$ cat config.mk
export PLATFORM = sky130hd
export DESIGN_NAME = mem_access_unit
export DESIGN_NICKNAME = d
export VERILOG_FILES = /design/src/rtl/mem_access_unit.sv
export SDC_FILE = /design/constraint.sdc
export NUM_CORES = 1
export LEC_CHECK = 0
export CORE_AREA = 2 2 127 129
export CTS_BUF_LIST = sky130_fd_sc_hd__clkbuf_8
export DETAILED_ROUTE_END_ITERATION = 12
export DIE_AREA = 0 0 129 131
export DONT_BUFFER_PORTS = 1
export SLEW_MARGIN = 20
export SYNTH_ARGS = -nofsm -noshare
export SYNTH_HDL_FRONTEND = slang
export SYNTH_SLANG_ARGS = --single-unit
$ cat constraint.sdc
create_clock -name clk -period 2.8 [get_ports clk]
set_clock_uncertainty 0.1 [all_clocks]
set_input_delay 0.84 -clock clk [delete_from_list [all_inputs] [get_ports clk]]
set_output_delay 0.84 -clock clk [all_outputs]
set_load 0.05 [all_outputs]
$ cat src/rtl/mem_access_unit.sv
// Strided load/store burst sequencer in front of the image data memory.
// Define MAU_BOUNDS_CHECK_EN to enable the MEM_DEPTH range check and the err flag.
module mem_access_unit #(
    parameter int ADDR_W    = 16,
    parameter int DATA_W    = 64,
    parameter int MEM_DEPTH = 49152,
    parameter int CNT_W     = 8
) (
    input  logic              clk,
    input  logic              rst,
    input  logic              req_valid,
    output logic              req_ready,
    input  logic              req_write,
    input  logic [ADDR_W-1:0] req_base,
    input  logic [ADDR_W-1:0] req_stride,
    input  logic [CNT_W-1:0]  req_count,
    input  logic              wdata_valid,
    output logic              wdata_ready,
    input  logic [DATA_W-1:0] wdata,
    output logic              rdata_valid,
    output logic [DATA_W-1:0] rdata,
    output logic              done,
    output logic              err,
    output logic [ADDR_W-1:0] mem_address,
    output logic [DATA_W-1:0] mem_inputData,
    output logic              mem_writeEnable,
    input  logic [DATA_W-1:0] mem_out
);

    // Handshakes: a transfer happens on every rising clk edge where valid && ready.
    typedef enum logic [2:0] {
        S_IDLE  = 3'd0,
        S_READ  = 3'd1,
        S_DRAIN = 3'd2,
        S_WRITE = 3'd3,
        S_DONE  = 3'd4
    } state_t;

    state_t            state, state_nxt;
    logic [ADDR_W-1:0] addr;
    logic [ADDR_W-1:0] stride;
    logic [CNT_W-1:0]  remaining;
    logic              rd_pending;
    logic              accept;
    logic              in_range;
    logic              issue_rd;
    logic              wr_hs;
    logic              last_word;

    assign accept    = (state == S_IDLE) && req_valid;
    assign issue_rd  = (state == S_READ) && in_range;
    assign wr_hs     = (state == S_WRITE) && in_range && wdata_valid;
    assign last_word = (remaining == CNT_W'(1));

`ifdef MAU_BOUNDS_CHECK_EN
    logic err_q;

    assign in_range = (32'(addr) < 32'(MEM_DEPTH));
    assign err      = err_q;

    // Sticky until the next command is accepted.
    always_ff @(posedge clk) begin
        if (rst) begin
            err_q <= 1'b0;
        end else if (accept) begin
            err_q <= 1'b0;
        end else if ((state == S_READ || state == S_WRITE) && !in_range) begin
            err_q <= 1'b1;
        end
    end
`else
    assign in_range = 1'b1;
    assign err      = 1'b0;
`endif

    // State register
    always_ff @(posedge clk) begin
        if (rst) begin
            state <= S_IDLE;
        end else begin
            state <= state_nxt;
        end
    end

    // Next-state logic
    always_comb begin
        state_nxt = state;
        case (state)
            S_IDLE: begin
                if (req_valid) begin
                    if (req_count == '0) begin
                        state_nxt = S_DONE;
                    end else if (req_write) begin
                        state_nxt = S_WRITE;
                    end else begin
                        state_nxt = S_READ;
                    end
                end
            end
            S_READ: begin
                if (!in_range) begin
                    state_nxt = rd_pending ? S_DRAIN : S_DONE;
                end else if (last_word) begin
                    state_nxt = S_DRAIN;
                end
            end
            S_DRAIN: state_nxt = S_DONE;
            S_WRITE: begin
                if (!in_range) begin
                    state_nxt = S_DONE;
                end else if (wdata_valid && last_word) begin
                    state_nxt = S_DONE;
                end
            end
            S_DONE:  state_nxt = S_IDLE;
            default: state_nxt = S_IDLE;
        endcase
    end

    // Outputs; the write strobe is gated by rst so a reset cycle never writes.
    always_comb begin
        req_ready       = (state == S_IDLE);
        wdata_ready     = (state == S_WRITE) && in_range;
        done            = (state == S_DONE);
        mem_writeEnable = wr_hs && !rst;
        mem_inputData   = (state == S_WRITE) ? wdata : '0;
        rdata_valid     = rd_pending;
        rdata           = rd_pending ? mem_out : '0;
    end

    assign mem_address = addr;

    // Burst datapath: address walker, word counter and read-latency tracker.
    always_ff @(posedge clk) begin
        if (rst) begin
            addr       <= '0;
            stride     <= '0;
            remaining  <= '0;
            rd_pending <= 1'b0;
        end else begin
            rd_pending <= issue_rd;
            if (accept) begin
                addr      <= req_base;
                stride    <= req_stride;
                remaining <= req_count;
            end else if (issue_rd || wr_hs) begin
                addr      <= addr + stride;
                remaining <= remaining - CNT_W'(1);
            end
        end
    end

endmodule

==> reports/results.ini, run 1 <==
[critical_path]
startpoint_type = flop
crit_start = state[2]
path_common_cell = buf_12
path_depth = 4
worstPathRequired_ns = 1.86
critical_path.max_fanout = 37
crit_end = mem_inputData[17]
critical_path.n_buffers_inverters = 2
critPathSlowestCell = dfxtp_1
path_cells = and2b_4 > buf_12 > and3_1 > buf_12
regToRegSetupSlack_ns = 0.27
reg2regPathDepth = 8
reg2reg_from = mem_address[0]
critPathKind = flop to output port
cp-end-kind = output port
crit_arrival_ns = 1.69
cpLargestDelayFamily = simple AND/OR/NAND/NOR gates
max_stage_delay_ns = 0.40
r2r-end = mem_address[14]

[clocking]
numCtsBuffers = 5
clock_latency_ns = 0.32
clkSinkCount = 44
htreeDepth = 2
clk_path_buf_depth = 2
cts_tree = built
clockRootBuffer = clkbuf_8
clkTransAtPathRegs_ns = 0.08
hold_buffers = 0

[synthesis]
synth_seq_area_share = 0.247
ys_async_sr_fraction = 0
ys_types = 48
netlist_area_um2 = 3560
ys_ff_latch = 44
synthFlopType = dfxtp_1
yosys.area.top_type = dfxtp_1
synth.most_common_cell = and3_1
avgSynthCellArea_um2 = 7.19
synthCells = 495
yosys_warnings = 0
synth.area.top_cells = dfxtp_1, and3_1, and2_1, a21oi_1, nand2_1
synth_edf_count = 0
yosysTopAreaCellShare = 0.247
synth_common_cells = and3_1, and2_1, nand2_1, a21oi_1, dfxtp_1
syn-num-nets = 686

[place]
placed_area_um2 = 5290
place_hpwl_um = 14100
gp_congestion = 0.840
io_buffers = 0

[cells_and_area]
seq_area_um2 = 883
multi_input_area_um2 = 2500
fillers = 1604
nets = 757
area_delta_synth_final_pct = 52.0
stdcell_area_um2 = 5410
drive_gt1_frac = 0.219

[sta]
fin_crit_sh = 0.938
setup_viol = 0
slew_headroom = 0.557
rsz0062_at_grt = no
fin_setup_tns_ns = 0
finalCriticalPeriod_ns = 2.63
finalHoldViolations = 0
finalMaxSlewViolations = 0
worst_pin_slew_ns = 0.664
clock.fmax_ghz = 0.381

[power_and_ir_drop]
p_sw_w = 0.00264
swShare = 0.553
p_comb_frac = 0.696
power_frac_clock = 0.090
p_int_w = 0.00214
power-per-cell-area_nw_per_um2 = 884
p_leak_nw = 2.43
power_frac_seq = 0.214
ir_drop_mv = 0.349

[floorplanning]
die-height_um = 131
design.core.area_um2 = 15600
die_w_um = 129
start_util = 0.228
fp.dieArea_um2 = 16900
ios = 323
std_cell_rows = 46

[detailed_routing]
drc = 0
drt_iter0_drc = 219
post_drt_via_cell_ratio = 4.94
vias = 3887
postRouteAntennaNets = 0
drt_wl_total_um = 16800
dr.pass1.iters = 4
drt-wirelength-per-cell_um = 21.4

[flow_run]
drv_cap = 0

[run_status]
outcome = finished clean

[global_route]
grt.total_usage = 0.181
grt_pass1_wl_um = 22600
grt_antenna_before_repair = 7
overflow = 0
grt_max_degree = 66
grt_pass1_vias = 3493

[min_path]
hold_path_class = flop to flop
hold_depth = 2

==> what timing repair did <==
action                     CTS  global route
resized for setup            0             1
buffers inserted             0             2
setup endpoints to repair    0            56
==> tightest hold or removal path, stage by stage, from the launching register on <==
cell and delay [ns]:
dfxtp_1 0.32, nand2_1 0.05, a21oi_1 0.05
==> metal layers <==
metal,up-vias,wire (µm),track usage
met3,6,1670,0.0700
met2,169,8170,0.296
met1,1817,6860,0.228
met5,-,0,0
li1,1895,-,-
met4,0,118,0.0345
==> area by class of cell <==
type | instances | share of cell area
clock buffers | 6 | 0.0153
inverters | 4 | 0.00278
well taps | 216 | 0.0500
clock inverters | 2 | 0.00185
multi-input cells | 404 | 0.461
flip-flops and latches | 44 | 0.163
diodes | 4 | 0.00185
repair buffers | 107 | 0.303
==> stage by stage <==
step | power, W | setup slack (ns) | hold slack (ns) | util | instances
floorplan | 0.00334 | 0.0218 | 0.340 | - | 495
global placement | 0.00432 | 0.329 | 0.341 | 0.339 | 773
detailed placement | 0.00435 | 0.329 | 0.345 | 0.339 | 773
CTS | 0.00479 | 0.0445 | 0.357 | 0.345 | 781
global route | 0.00511 | 0.0599 | 0.375 | 0.346 | 785
finish | 0.00478 | 0.172 | 0.356 | 0.347 | 787
==> placed cells by master, fill, tap and decap left out, drive strengths merged, types with 2 or more instances in the layout <==
cell	Yosys	final
a22oi	3	3
o22ai	3	3
a21oi	50	50
buf	8	107
a31oi	5	5
ha	17	17
or4	2	2
nand3	6	6
o21bai	2	2
a221oi	2	2
and2	68	68
nor3	8	8
o211ai	4	4
xor2	2	2
clkbuf	35	6
and3	69	69
o31ai	3	3
a211oi	7	7
inv	4	4
nor4	5	5
or3	2	2
nor3b	4	4
xnor2	10	10
nand2b	3	3
a311oi	7	7
diode	0	4
a211o	3	3
a21o	10	10
nor2	18	18
nand4	4	4
dfxtp	44	44
clkinv	0	2
nand2	62	62
o21a	2	2
o21ai	14	14
==> flip-flops by register name, indices dropped and copies added, names as in the netlist <==
signal / cells
state: 3
remaining: 8
stride: 16
rdata_valid: 1
mem_address: 16
==> worst min-delay path by stage <==
stage	startpoint	to	slack, ns
floorplan	stride[0]	stride[0]	0.34
global placement	stride[10]	stride[10]	0.34
detailed placement	stride[10]	stride[10]	0.35
CTS	stride[10]	stride[10]	0.36
global route	stride[3]	stride[3]	0.37
finish	stride[10]	stride[10]	0.36
==> power by group through the flow <==
stage / registers (W) / clock network, W / logic (W)
2_1_floorplan: 0.00125 / 0 / 0.00209
3_3_place_gp: 0.00103 / 0 / 0.00329
3_5_place_dp: 0.00104 / 0 / 0.00331
4_1_cts: 0.00102 / 0.000447 / 0.00332
5_1_grt: 0.00105 / 0.000468 / 0.00359
6_report: 0.00102 / 0.000429 / 0.00333
==> cell families (layout without fill, tap and decap cells) <==
| group | after synthesis | after routing | synth area share |
|---|---|---|---|
| AOI/OAI and AO/OA | 117 | 117 | 0.204 |
| other | 1 | 5 | 0.00105 |
| and+or+nand+nor | 256 | 256 | 0.399 |
| DFF | 44 | 44 | 0.247 |
| xor gates and xnor gates | 12 | 12 | 0.0295 |
| buffers and inverters | 47 | 119 | 0.0534 |
| adders and majority gates | 18 | 18 | 0.0654 |
No activity file was read; power rests on OpenSTA's default activity.
==> inputs of run 2 (changes only) <==
SKIP_LAST_GASP = 1   (was default)
SLEW_MARGIN = default   (was 20)
==> results of run 2 <==
No change in the layout: final DEF, timing and power equal those of run 1.
==> inputs of run 3 (changes only) <==
SLEW_MARGIN = 25   (was default)
==> results of run 3 <==
No change in the layout: final DEF, timing and power equal those of run 1.
